--- src/rtl/serial_link_pkg.sv ---
// Shared definitions for the bit-serial AES link: widths, FSM states, wire ordering.
package serial_link_pkg;

    localparam int DATA_W_DEF       = 128;
    localparam int HANDSHAKE_CYCLES = 1;
    localparam bit SEND_LSB_FIRST   = 1'b1;
    localparam bit RECV_MSB_FIRST   = 1'b1;

    typedef enum logic [2:0] {
        ST_IDLE,
        ST_HANDSHAKE,
        ST_SEND,
        ST_WAIT_TRIG_HI,
        ST_WAIT_TRIG_LO,
        ST_RECV,
        ST_FINISH
    } link_state_t;

endpackage

--- src/rtl/serial_shift_reg.sv ---
// Parallel-load shift register usable as PISO or SIPO; MSB_FIRST picks the shift direction.
module serial_shift_reg #(
    parameter int W         = 128,
    parameter bit MSB_FIRST = 1'b0
) (
    input  logic         clk,
    input  logic         rst,
    input  logic         load,
    input  logic [W-1:0] load_data,
    input  logic         shift_en,
    input  logic         ser_in,
    output logic         ser_out,
    output logic [W-1:0] par_out
);

    logic [W-1:0] data_q;

    always_ff @(posedge clk) begin
        if (rst) begin
            data_q <= '0;
        end else if (load) begin
            data_q <= load_data;
        end else if (shift_en) begin
            data_q <= MSB_FIRST ? {data_q[W-2:0], ser_in} : {ser_in, data_q[W-1:1]};
        end
    end

    assign ser_out = MSB_FIRST ? data_q[W-1] : data_q[0];
    assign par_out = data_q;

endmodule

--- src/rtl/aes_serial_host.sv ---
// Host-side driver for the bit-serial AES core: handshake, serial send, trigger wait,
// serial ciphertext capture, with a bounded wait on the core's trigger window.
module aes_serial_host
    import serial_link_pkg::*;
#(
    parameter int DATA_W         = DATA_W_DEF,
    parameter int TIMEOUT_CYCLES = 4096,
    parameter int CNT_W          = $clog2(DATA_W)
) (
    input  logic              clk,
    input  logic              rst,
    input  logic              start,
    input  logic [DATA_W-1:0] plaintext,
    input  logic [DATA_W-1:0] key,
    output logic              busy,
    output logic              done,
    output logic              timeout,
    output logic [DATA_W-1:0] ciphertext,
    output logic              s_out,
    output logic              k_out,
    input  logic              c_in,
    input  logic              trig_in
);

    localparam int WAIT_W = $clog2(TIMEOUT_CYCLES) + 1;

    link_state_t       state_q, state_d;
    logic [CNT_W-1:0]  idx_q, idx_d;
    logic [WAIT_W-1:0] wait_q, wait_d;
    logic              timeout_q, timeout_d;

    logic load, send_shift, recv_shift;
    logic s_ser, k_ser;
    logic              c_ser_unused;
    logic [DATA_W-1:0] s_par_unused, k_par_unused;

    serial_shift_reg #(.W(DATA_W), .MSB_FIRST(!SEND_LSB_FIRST)) u_s_sr (
        .clk(clk), .rst(rst), .load(load), .load_data(plaintext),
        .shift_en(send_shift), .ser_in(1'b0), .ser_out(s_ser), .par_out(s_par_unused)
    );

    serial_shift_reg #(.W(DATA_W), .MSB_FIRST(!SEND_LSB_FIRST)) u_k_sr (
        .clk(clk), .rst(rst), .load(load), .load_data(key),
        .shift_en(send_shift), .ser_in(1'b0), .ser_out(k_ser), .par_out(k_par_unused)
    );

    // Loading zeros here is what clears the result on an accepted start.
    serial_shift_reg #(.W(DATA_W), .MSB_FIRST(RECV_MSB_FIRST)) u_c_sr (
        .clk(clk), .rst(rst), .load(load), .load_data('0),
        .shift_en(recv_shift), .ser_in(c_in), .ser_out(c_ser_unused), .par_out(ciphertext)
    );

    always_ff @(posedge clk) begin
        if (rst) begin
            state_q   <= ST_IDLE;
            idx_q     <= '0;
            wait_q    <= '0;
            timeout_q <= 1'b0;
        end else begin
            state_q   <= state_d;
            idx_q     <= idx_d;
            wait_q    <= wait_d;
            timeout_q <= timeout_d;
        end
    end

    always_comb begin
        state_d    = state_q;
        idx_d      = idx_q;
        wait_d     = wait_q;
        timeout_d  = timeout_q;
        load       = 1'b0;
        send_shift = 1'b0;
        recv_shift = 1'b0;
        done       = 1'b0;
        s_out      = 1'b0;
        k_out      = 1'b0;

        unique case (state_q)
            ST_IDLE: begin
                if (start) begin
                    load      = 1'b1;
                    timeout_d = 1'b0;
                    state_d   = ST_HANDSHAKE;
                end
            end
            ST_HANDSHAKE: begin
                s_out   = 1'b1;
                k_out   = 1'b1;
                idx_d   = '0;
                state_d = ST_SEND;
            end
            ST_SEND: begin
                s_out      = s_ser;
                k_out      = k_ser;
                send_shift = 1'b1;
                if (idx_q == CNT_W'(DATA_W - 1)) begin
                    wait_d  = '0;
                    state_d = ST_WAIT_TRIG_HI;
                end else begin
                    idx_d = idx_q + CNT_W'(1);
                end
            end
            ST_WAIT_TRIG_HI: begin
                if (trig_in) begin
                    wait_d  = '0;
                    state_d = ST_WAIT_TRIG_LO;
                end else if (wait_q == WAIT_W'(TIMEOUT_CYCLES - 1)) begin
                    timeout_d = 1'b1;
                    state_d   = ST_FINISH;
                end else begin
                    wait_d = wait_q + WAIT_W'(1);
                end
            end
            ST_WAIT_TRIG_LO: begin
                // The falling-edge sample already carries the ciphertext MSB.
                if (!trig_in) begin
                    recv_shift = 1'b1;
                    idx_d      = CNT_W'(DATA_W - 2);
                    state_d    = ST_RECV;
                end else if (wait_q == WAIT_W'(TIMEOUT_CYCLES - 1)) begin
                    timeout_d = 1'b1;
                    state_d   = ST_FINISH;
                end else begin
                    wait_d = wait_q + WAIT_W'(1);
                end
            end
            ST_RECV: begin
                recv_shift = 1'b1;
                if (idx_q == '0) begin
                    state_d = ST_FINISH;
                end else begin
                    idx_d = idx_q - CNT_W'(1);
                end
            end
            ST_FINISH: begin
                done    = 1'b1;
                state_d = ST_IDLE;
            end
            default: state_d = ST_IDLE;
        endcase
    end

    assign busy    = (state_q != ST_IDLE);
    assign timeout = timeout_q;

endmodule

--- config.mk ---
export PLATFORM = sky130hd
export DESIGN_NAME = aes_serial_host
export DESIGN_NICKNAME = d
export VERILOG_FILES = /design/src/rtl/serial_link_pkg.sv /design/src/rtl/serial_shift_reg.sv /design/src/rtl/aes_serial_host.sv
export SDC_FILE = /design/constraint.sdc
export NUM_CORES = 1
export LEC_CHECK = 0
export ABC_AREA = 1
export BUFFER_PORTS_ARGS = -buffer_cell sky130_fd_sc_hd__buf_2
export CORE_MARGIN = 5
export CORE_UTILIZATION = 35
export CTS_CLUSTER_SIZE = 30
export DETAILED_ROUTE_END_ITERATION = 8
export GPL_TIMING_DRIVEN = 0
export PLACE_DENSITY = 0.58
export SLEW_MARGIN = 20
export SYNTH_ARGS = -nofsm -noshare
export SYNTH_HDL_FRONTEND = slang
export SYNTH_SLANG_ARGS = --single-unit
--- constraint.sdc ---
create_clock -name clk -period 3.6 [get_ports clk]
set_input_delay 0.18 -clock clk [delete_from_list [all_inputs] [get_ports clk]]
set_output_delay 0.18 -clock clk [all_outputs]
set_load 0.01 [all_outputs]
==> flow_metrics.env <==
export IMPL_insertion_delay_ps=560
export IMPL_vias_per_cell=4.90
export IMPL_ys_seq_area_share_pct=50.1
export IMPL_slew_headroom_pct=52.6
export IMPL_status="completed"
export IMPL_dr_pass1_iters=6
export IMPL_final_setup_viol_count=0
export IMPL_syn_inst=2220
export IMPL_hpwlAfterDp_um=37200
export IMPL_totalWireLength_um=53900
export IMPL_totalPowerFinal_w=0.0134
export IMPL_ir_drop_mv=0.365
export IMPL_worst_pin_slew_ps=711
export IMPL_ys_seq_elements=408
export IMPL_fin_area_um2=23100
export IMPL_period_needed_ps=2350
export IMPL_dieArea_um2=51000
export IMPL_netlist_area_leader_share_pct=50.1
export IMPL_place_area_um2=19000
export IMPL_drt_iter0_markers=1035
export IMPL_syn_to_final_growth_pct=41.9
export IMPL_clk_root_buffer_cell="clkbuf_16"
export IMPL_synth_top_area_cell="dfxtp_1"
export IMPL_cap_violations=0
export IMPL_antenna_found_initial=4
export IMPL_layout_commonest_cell="nand2_1"
export IMPL_std_cell_rows=79
export IMPL_io_buffer_count=392
export IMPL_cts_made_buffers=45
export IMPL_p_per_area_nw_per_um2=580
export IMPL_final_hold_viol_count=0
export IMPL_ctsResizeCount=0
export IMPL_min_period_over_period_pct=65.3
export IMPL_fp_dieH_um=226
export IMPL_avgSynthCellArea_um2=7.34
export IMPL_fin_skew_ps=9.27
export IMPL_fmax_mhz=425
export IMPL_ant_nets=0
export IMPL_criticalPathCategory="reg2out"
export IMPL_crit_required_ps=3420
export IMPL_hold_ws_ps=124
export IMPL_die_w_um=226
export IMPL_final_nets=3182
export IMPL_final_util_pct=49.9
export IMPL_p_sw_w=0.00416
export IMPL_grt_remaining_overflow=0
export IMPL_syn_cell_area_um2=16300
export IMPL_cts_setup_buffers=0
export IMPL_tns_ps=0
export IMPL_grt_usage_pct=20.3
export IMPL_route_detailed_drc=0
export IMPL_yosysUniqueCellTypes=33
export IMPL_vias=17499
export IMPL_wl_per_cell_um=15.1
export IMPL_drive_above_1_share_pct=20.5
export IMPL_path_clk_slew_ps=60
export IMPL_yosys_warnings=0
export IMPL_grt_pass1_wl_um=85700
export IMPL_ios=394
export IMPL_initial_core_util_pct=35.2
export IMPL_cts_sinks=408
export IMPL_grt_pass1_vias=16886
export IMPL_p_clk_share_pct=34.7
export IMPL_end_kind="output pin"
export IMPL_clockBufferDepth=3
export IMPL_p_int_w=0.00926
export IMPL_seq_power_share_pct=42.5
export IMPL_drv_slew=0
export IMPL_yosys_top_cells_area="dfxtp_1 (50%), nand2_1 (25%), a31oi_1 (9.8%), a21oi_1 (4.5%), buf_2 (2.2%)"
export IMPL_swShare_pct=31.0
export IMPL_layout_cells_most_common_list="nand2_1 (1102), buf_2 (465), dfxtp_1 (408), dlygate4sd3_1 (258), a31oi_1 (255)"
export IMPL_comb_power_share_pct=22.9
export IMPL_core_area_um2=46400
export IMPL_min_path_type="in2reg"
export IMPL_critPathLaunchType="register"
export IMPL_place_gp_congestion=0.844
export IMPL_hold_buffers=258
export IMPL_synth_nets=2485
export IMPL_cts_tree="done"
export IMPL_grt_max_degree=13
export IMPL_p_leak_nw=9.32
export IMPL_worstPathArrival_ps=2170
export IMPL_crit_fanout=10
export IMPL_rsz0062_at_grt="no"
export IMPL_h_tree_depth=2
## synth_stat cells
cell type  instances
a211oi_1           2
nand2_1         1102
o21ai_1            3
clkinv_1           1
nor2_1            34
nor2_2             4
inv_4              1
dfxtp_1          408
nand3_2            1
xnor2_1            1
nor2_4             1
or2_0              3
a21oi_1          148
inv_2              8
nor3_1             5
buf_2             73
nand3_1           21
buf_1              2
o21ai_0            5
buf_4             40
buf_6              2
o21bai_1           2
o22ai_1            1
nand4_1            6
nand3_4            2
clkbuf_1          42
nor2_8             2
nand2_4            4
xor2_1             2
a31oi_1          255
nand2_2            3
ha_1               4
inv_1             32
## final timing paths
kind | slack (ps) | from | to | cells after the start
worst max-delay path | 1250 | state_q[2] | k_out | 9
worst min-delay path | 120 | start | timeout | 5
worst max register to register | 1710 | state_q[0] | u_k_sr.par_out[69] | 8
worst min register to register | 460 | u_c_sr.par_out[127] | u_c_sr.par_out[127] | 2
## final cells by class
cell class	count	area, um^2
Fill cell	4407	23200
Sequential cell	408	8170
Multi-Input combinational cell	1611	7120
Timing Repair Buffer	650	4540
Clock buffer	72	1400
Buffer	159	853
Tap cell	607	759
Inverter	42	160
Clock inverter	11	111
Antenna cell	9	22.5
## layer usage
| layer | GRT usage, % | routed length [um] | vias up | share of wire [%] |
|---|---|---|---|---|
| met5 | 0 | 0 | - | 0 |
| met4 | 8.90 | 2080 | 0 | 3.9 |
| met3 | 4.46 | 3770 | 160 | 7.0 |
| met2 | 33.6 | 25100 | 621 | 47 |
| met1 | 25.4 | 22900 | 8034 | 43 |
| li1 | - | - | 8684 | - |
## sequential cells by signal (all words and copies together) (netlist names)
name,cells
state_q,3
u_s_sr.par_out,128
wait_q,13
timeout,1
u_c_sr.par_out,128
idx_q,7
u_k_sr.par_out,128
## power groups by stage
stage | sequential [W] | combinational (W) | clock, W
after CTS | 0.00569 | 0.00307 | 0.00478
after global routing | 0.00579 | 0.00345 | 0.00498
after detailed placement | 0.00577 | 0.00284 | 0
final | 0.00570 | 0.00307 | 0.00465
after global placement | 0.00576 | 0.00279 | 0
after floorplan | 0.00567 | 0.00205 | 0
## worst max-delay path, cell delays in order, from the launching register on
cell and delay (ps):
dfxtp_1 310, buf_6 140, nor2_4 110, nand2_2 80, inv_2 160, buf_2 250, buf_2 250, nand2_1 70
nand2_1 60, buf_2 170
## through the flow
step	cells	worst slack (ps)
after CTS	3560	1180
final	3569	1250
after global placement	3219	1650
after global routing	3564	1040
after floorplan	2220	1990
after detailed placement	3219	1640
## cells by family after synthesis
group           share of synthesized area (%)
buf+inv                                  6.22
compound gates                           14.8
flops                                    50.1
xor+xnor                                0.161
simple gates                             28.4
fa+ha+maj                               0.307
(Power assumes the default switching activity.)
